**config.mk**
```make
export PLATFORM = sky130hd
export DESIGN_NAME = mc_control
export DESIGN_NICKNAME = d
export VERILOG_FILES = /design/src/rtl/mc_control_pkg.sv /design/src/rtl/mc_control.sv
export SDC_FILE = /design/constraint.sdc
export NUM_CORES = 1
export LEC_CHECK = 0
export CAP_MARGIN = 30
export CORE_AREA = 3 3 40 42
export CTS_CLUSTER_SIZE = 20
export DETAILED_ROUTE_END_ITERATION = 10
export DIE_AREA = 0 0 43 45
export DONT_BUFFER_PORTS = 1
export GPL_ROUTABILITY_DRIVEN = 0
export HOLD_SLACK_MARGIN = 0.15
export SYNTH_ARGS = -nofsm -noshare
export SYNTH_HDL_FRONTEND = slang
export SYNTH_SLANG_ARGS = --single-unit
```
**constraint.sdc**
```tcl
create_clock -name CLK -period 1.7 [get_ports CLK]
set_input_delay 0.425 -clock CLK [delete_from_list [all_inputs] [get_ports CLK]]
set_output_delay 0.425 -clock CLK [all_outputs]
set_load 0.05 [all_outputs]
```
**src/rtl/mc_control_pkg.sv**
```systemverilog
// Shared encodings for the multicycle controller: states, opcodes, ALU and PC select codes,
// plus the packed control-word type used by the output decode.
package mc_control_pkg;

   typedef logic [3:0] state_t;

   localparam state_t ST_FETCH  = 4'd0;
   localparam state_t ST_DECODE = 4'd1;
   localparam state_t ST_EXEC_R = 4'd2;
   localparam state_t ST_WB_R   = 4'd3;
   localparam state_t ST_EXEC_I = 4'd4;
   localparam state_t ST_ADDR   = 4'd5;
   localparam state_t ST_MEM_RD = 4'd6;
   localparam state_t ST_MEM_WR = 4'd7;
   localparam state_t ST_WB_MEM = 4'd8;
   localparam state_t ST_BRANCH = 4'd9;
   localparam state_t ST_JUMP   = 4'd10;
   localparam state_t ST_HALT   = 4'd11;

   localparam logic [3:0] OP_R    = 4'd0;
   localparam logic [3:0] OP_ADDI = 4'd1;
   localparam logic [3:0] OP_LW   = 4'd2;
   localparam logic [3:0] OP_SW   = 4'd3;
   localparam logic [3:0] OP_BEQ  = 4'd4;
   localparam logic [3:0] OP_J    = 4'd5;
   localparam logic [3:0] OP_HALT = 4'd15;

   localparam logic [1:0] ALUOP_ADD  = 2'b00;
   localparam logic [1:0] ALUOP_SUB  = 2'b01;
   localparam logic [1:0] ALUOP_FUNC = 2'b10;

   localparam logic [1:0] PCSRC_ALU    = 2'b00;
   localparam logic [1:0] PCSRC_ALUOUT = 2'b01;
   localparam logic [1:0] PCSRC_JUMP   = 2'b10;

   localparam logic [1:0] SRCB_REG  = 2'b00;
   localparam logic [1:0] SRCB_FOUR = 2'b01;
   localparam logic [1:0] SRCB_IMM  = 2'b10;
   localparam logic [1:0] SRCB_OFFS = 2'b11;

   typedef struct packed {
      logic       pc_write;
      logic       ir_write;
      logic       mem_write;
      logic       mem_read;
      logic       reg_write;
      logic       iord;
      logic       mem_to_reg;
      logic       alu_src_a;
      logic [1:0] alu_src_b;
      logic [1:0] alu_op;
      logic [1:0] pc_source;
   } ctrl_t;

endpackage

```
**src/rtl/mc_control.sv**
```systemverilog
// Multicycle datapath controller: Moore FSM whose only input-dependent outputs are the
// MemReady-qualified fetch strobes and the Zero-driven branch PC write.
module mc_control
   import mc_control_pkg::*;
#(
   parameter int unsigned OPW = 4
) (
   input  logic           CLK,
   input  logic           Reset,
   input  logic [OPW-1:0] Opcode,
   input  logic           Zero,
   input  logic           MemReady,
   output logic           PCWrite,
   output logic           IRWrite,
   output logic           MemWrite,
   output logic           MemRead,
   output logic           RegWrite,
   output logic           IorD,
   output logic           MemtoReg,
   output logic           ALUSrcA,
   output logic [1:0]     ALUSrcB,
   output logic [1:0]     ALUOp,
   output logic [1:0]     PCSource,
   output logic [3:0]     State
);

   state_t state_q, state_d;
   ctrl_t  ctrl;

   always_ff @(posedge CLK) begin
      if (Reset) state_q <= ST_FETCH;
      else       state_q <= state_d;
   end

   always_comb begin
      state_d = state_q;
      case (state_q)
         ST_FETCH:  if (MemReady) state_d = ST_DECODE;
         ST_DECODE: begin
            if      (Opcode == OPW'(OP_R))    state_d = ST_EXEC_R;
            else if (Opcode == OPW'(OP_ADDI)) state_d = ST_EXEC_I;
            else if (Opcode == OPW'(OP_LW))   state_d = ST_ADDR;
            else if (Opcode == OPW'(OP_SW))   state_d = ST_ADDR;
            else if (Opcode == OPW'(OP_BEQ))  state_d = ST_BRANCH;
            else if (Opcode == OPW'(OP_J))    state_d = ST_JUMP;
            else if (Opcode == OPW'(OP_HALT)) state_d = ST_HALT;
            else                              state_d = ST_FETCH;
         end
         ST_EXEC_R, ST_EXEC_I: state_d = ST_WB_R;
         ST_ADDR: begin
            // Opcode is re-sampled here; anything but a load/store falls back to fetch.
            if      (Opcode == OPW'(OP_LW)) state_d = ST_MEM_RD;
            else if (Opcode == OPW'(OP_SW)) state_d = ST_MEM_WR;
            else                            state_d = ST_FETCH;
         end
         ST_MEM_RD: if (MemReady) state_d = ST_WB_MEM;
         ST_MEM_WR: if (MemReady) state_d = ST_FETCH;
         ST_WB_R, ST_WB_MEM, ST_BRANCH, ST_JUMP: state_d = ST_FETCH;
         ST_HALT:   state_d = ST_HALT;
         default:   state_d = ST_FETCH;
      endcase
   end

   always_comb begin
      ctrl = '0;
      case (state_q)
         ST_FETCH: begin
            ctrl.mem_read  = 1'b1;
            ctrl.alu_src_b = SRCB_FOUR;
            ctrl.alu_op    = ALUOP_ADD;
            ctrl.pc_source = PCSRC_ALU;
            ctrl.ir_write  = MemReady;
            ctrl.pc_write  = MemReady;
         end
         ST_DECODE: ctrl.alu_src_b = SRCB_OFFS;
         ST_EXEC_R: begin
            ctrl.alu_src_a = 1'b1;
            ctrl.alu_src_b = SRCB_REG;
            ctrl.alu_op    = ALUOP_FUNC;
         end
         ST_EXEC_I, ST_ADDR: begin
            ctrl.alu_src_a = 1'b1;
            ctrl.alu_src_b = SRCB_IMM;
            ctrl.alu_op    = ALUOP_ADD;
         end
         ST_WB_R: ctrl.reg_write = 1'b1;
         ST_MEM_RD: begin
            ctrl.mem_read = 1'b1;
            ctrl.iord     = 1'b1;
         end
         ST_MEM_WR: begin
            ctrl.mem_write = 1'b1;
            ctrl.iord      = 1'b1;
         end
         ST_WB_MEM: begin
            ctrl.reg_write  = 1'b1;
            ctrl.mem_to_reg = 1'b1;
         end
         ST_BRANCH: begin
            ctrl.alu_src_a = 1'b1;
            ctrl.alu_src_b = SRCB_REG;
            ctrl.alu_op    = ALUOP_SUB;
            ctrl.pc_source = PCSRC_ALUOUT;
            ctrl.pc_write  = Zero;
         end
         ST_JUMP: begin
            ctrl.pc_source = PCSRC_JUMP;
            ctrl.pc_write  = 1'b1;
         end
         default: ctrl = '0;
      endcase
      // Reset masks every strobe combinationally so no write can coincide with it.
      if (Reset) ctrl = '0;
   end

   assign PCWrite  = ctrl.pc_write;
   assign IRWrite  = ctrl.ir_write;
   assign MemWrite = ctrl.mem_write;
   assign MemRead  = ctrl.mem_read;
   assign RegWrite = ctrl.reg_write;
   assign IorD     = ctrl.iord;
   assign MemtoReg = ctrl.mem_to_reg;
   assign ALUSrcA  = ctrl.alu_src_a;
   assign ALUSrcB  = ctrl.alu_src_b;
   assign ALUOp    = ctrl.alu_op;
   assign PCSource = ctrl.pc_source;
   assign State    = state_q;

endmodule

```
==> results.tsv, run 1 <==
metric	value	unit
postPlaceCellArea	1028	um2
max_slew.worst_pin.slew	0.3266	ns
final.setup.tns	-1.514	ns
cts-buffers-inserted	3	
yosysSeqAreaShare	0.1465	
grt-ovfl-total	0	
instances_no_fill	129	
rrSetupSlack	0.02	ns
worstReg2RegStart	State[1]	
total_clock_sinks	4	
die_width	43	um
final.hold.worst_slack	0.2489	ns
cts_max_path_buffers	2	
power_report.internal_total	360.8	uW
placeableCoreArea	1285	um2
final_min_period_over_clock_period	1.152	
setup-violations-final	11	
clock_power_share	0.212	
p_leak	0.4377	nW
synth_fp_nets	94	
worstPathArrival	1.53	ns
final_design_area_no_fill	1215	um2
failed_checks	negative setup slack	
ys.warnings.count	0	
grt_antenna_before_repair	0	
largest_register_ff_count	4	
rsz0062_at_grt	yes	
fp.dieH	45	um
wire_length_after_detailed_routing	2987	um
worst_setup_hold_path_clk_slew	0.05	ns
gr-usage-met1	0.3012	
post_synth.cell_area_avg	6.358	um2
worst_skew_pair.late_latency	0.25	ns
crit_path_cell_trace	nor2b_4, a21oi_2, mux2_4, nor3_4, buf_12	
critical-path-max-stage-delay	0.41	ns
final-hold-violation-count	0	
min_path_type	in2reg	
max-vdd-ir-drop	0.2823	mV
cts_hold_repair.buffers	0	
fillCellCount	37	
post_synth_inst_count	86	
r2r_end	State[3]	
max_cap_viol_count	0	
pin_count_of_the_biggest_net_entering_global_routing	17	
dp.final_hpwl	1392	um
power	654.4	uW
antenna_left	0	
detailroute.via_count	880	
finClkSkew	0.01009	ns
critical-path-slowest-cell	sky130_fd_sc_hd__dfxtp_4	
critical_path_required	1.27	ns
firstDrtPassIters	5	
number_of_inserted_diodes	0	
clock_tree_from_tritoncts	yes	
syn-cell-area	546.8	um2
max_clock_freq	510.5	MHz
grt_first_pass_wirelength	3636	um
finalCoreUtilization	0.9455	
setup.worst_path.end	PCWrite	
grt_pass1_vias	788	
power_switching	293.7	uW
port_bufs	0	
setup.worst_path.start_class	flop	
final_critical_path_setup_slack	-0.2587	ns
p_comb_frac	0.607	
timing.max_slew.rel_slack	0.7817	
ys_ff_latch	4	
crit_path_max_fanout	5	
sequentialPowerShare	0.181	
grt_use_met3	0.02390	
timing.final.crit_period	1.959	ns
power-per-cell-area	538.7	nW/um2
initial_core_utilization	0.4255	
ff2ff_path_depth	7	
die-area	1935	um2
post_route_cells_drive_above_1_share	0.6140	
drt-vias-per-instance	6.822	
min_delay_path_depth	1	
post-place-cells	118	
netSwitchingFraction	0.4487	
drt-wirelength-per-cell	23.16	um
boundaryPins	26	
fin_nets	124	
run_status	complete, but fails checks	
htree_num_levels	1	
core.rowCount	13	
gr_peak_layer	met2	
global_route.usage.total	0.2456	
ctsRootBufferMaster	sky130_fd_sc_hd__clkbuf_4	
post_synth_num_cell_types	36	
timing.final.max_slew_violations	0	
grt.met2_usage	0.4371	
area_growth_syn_to_layout	122.2	%
endpoint_class_of_the_critical_path	output port	
drc_marker_count_from_the_first_detailed_route_iteration	65	
worstSetupStartpoint	State[1]	
route.detailed.drc	0	
dpl_worst_slack	0.01269	ns
worstSetupPathType	reg2out	
[layout make-up]
class,count,area [um2],share of cell area
multi-input combinational,72,650.6,0.5355
clock buffer,3,22.52,0.01854
timing repair buffer,33,420.4,0.3460
inverter,2,7.507,0.006179
tap,15,18.77,0.01545
sequential,4,95.09,0.07827
[how the worst min path moves through the flow]
stage | start | end
after detailed placement | Reset | State[2]
after floorplan | Opcode[3] | State[2]
after CTS | Reset | State[2]
after global routing | Reset | State[2]
final | Reset | State[2]
after global placement | Reset | State[2]
[timing repair]
item	in CTS	in global routing
setup endpoints to repair	14	13
gates resized for setup	18	6
pin swaps	6	5
setup buffers	2	6
[cell usage after synthesis, drive strengths merged]
cell type   n  area, um2
nor2       14      52.55
o31ai       1      7.510
a211oi      1      7.510
a32oi       1      8.760
and3b       1      8.760
nand4b      1      8.760
a221oi      1      8.760
nand2       8      30.03
a21oi       3      15.01
nand3b      3      22.52
o41ai       1      16.27
buf         6      27.53
a21o        1      7.510
a31oi       1      6.260
o2111ai     1      8.760
mux2i       1      10.01
o22ai       1      6.260
o22a        1      8.760
xnor2       1      8.760
nand2b      2      12.51
nor2b       3      18.77
or3         2      12.51
nand3       4      20.02
a31o        1      8.760
nor4        2      12.51
mux2        1      11.26
o21ai       4      20.02
xor2        1      8.760
clkbuf      2      8.750
inv         2      7.510
dfxtp       4      80.08
or3b        1      8.760
nor3        8      40.04
or2         1      6.260
[worst max-delay path: cells and delay by family (launching register included)]
family / cells / cell delay (ns)
compound gates: 1 / 0.04
buf+inv: 1 / 0.16
flops: 1 / 0.41
mux: 1 / 0.27
simple gates: 2 / 0.39
[layout by cell type (no fill, tap or decap), types with 2 or more instances in the layout]
master / count
sky130_fd_sc_hd__buf_12: 12
sky130_fd_sc_hd__buf_4: 16
sky130_fd_sc_hd__nor3_4: 6
sky130_fd_sc_hd__dfxtp_4: 4
sky130_fd_sc_hd__nor2b_4: 2
sky130_fd_sc_hd__nand3b_1: 3
sky130_fd_sc_hd__nor2_4: 7
sky130_fd_sc_hd__nand3_1: 4
sky130_fd_sc_hd__nor4_4: 2
sky130_fd_sc_hd__inv_1: 2
sky130_fd_sc_hd__nor2_1: 6
sky130_fd_sc_hd__nand2b_4: 2
sky130_fd_sc_hd__a21oi_2: 2
sky130_fd_sc_hd__buf_6: 4
sky130_fd_sc_hd__o21ai_0: 4
sky130_fd_sc_hd__or3_1: 2
sky130_fd_sc_hd__clkbuf_4: 3
sky130_fd_sc_hd__nand2_1: 6
[logic make-up (layout without fill, tap and decap cells)]
family                 after synthesis  count (layout)  synth area share
flip-flops                           4               4            0.1465
multiplexers                         2               2           0.03890
AO/OA/AOI/OAI                       18              18            0.2380
XOR/XNOR                             2               2           0.03204
buffers and inverters               10              38           0.08009
AND/OR/NAND/NOR                     50              50            0.4645
[power by group through the flow]
stage,Sequential (mW),Clock [mW],Combinational [mW]
global route,0.118,0.131,0.411
floorplan,0.129,0,0.217
CTS,0.117,0.115,0.350
detailed placement,0.116,0,0.316
global placement,0.115,0,0.312
finish,0.118,0.139,0.397
[per-layer routing]
| metal | wire (um) | part of all wire |
|---|---|---|
| met4 | 93 | 0.031 |
| met2 | 1530 | 0.51 |
| met3 | 335 | 0.11 |
| met1 | 1028 | 0.34 |
| met5 | 0 | 0 |
(Power assumes the default switching activity.)
==> inputs of run 2 (changes only) <==
- CTS_CLUSTER_DIAMETER: unset -> 60
==> results of run 2 <==
No change in the layout: final DEF, timing and power equal those of run 1.
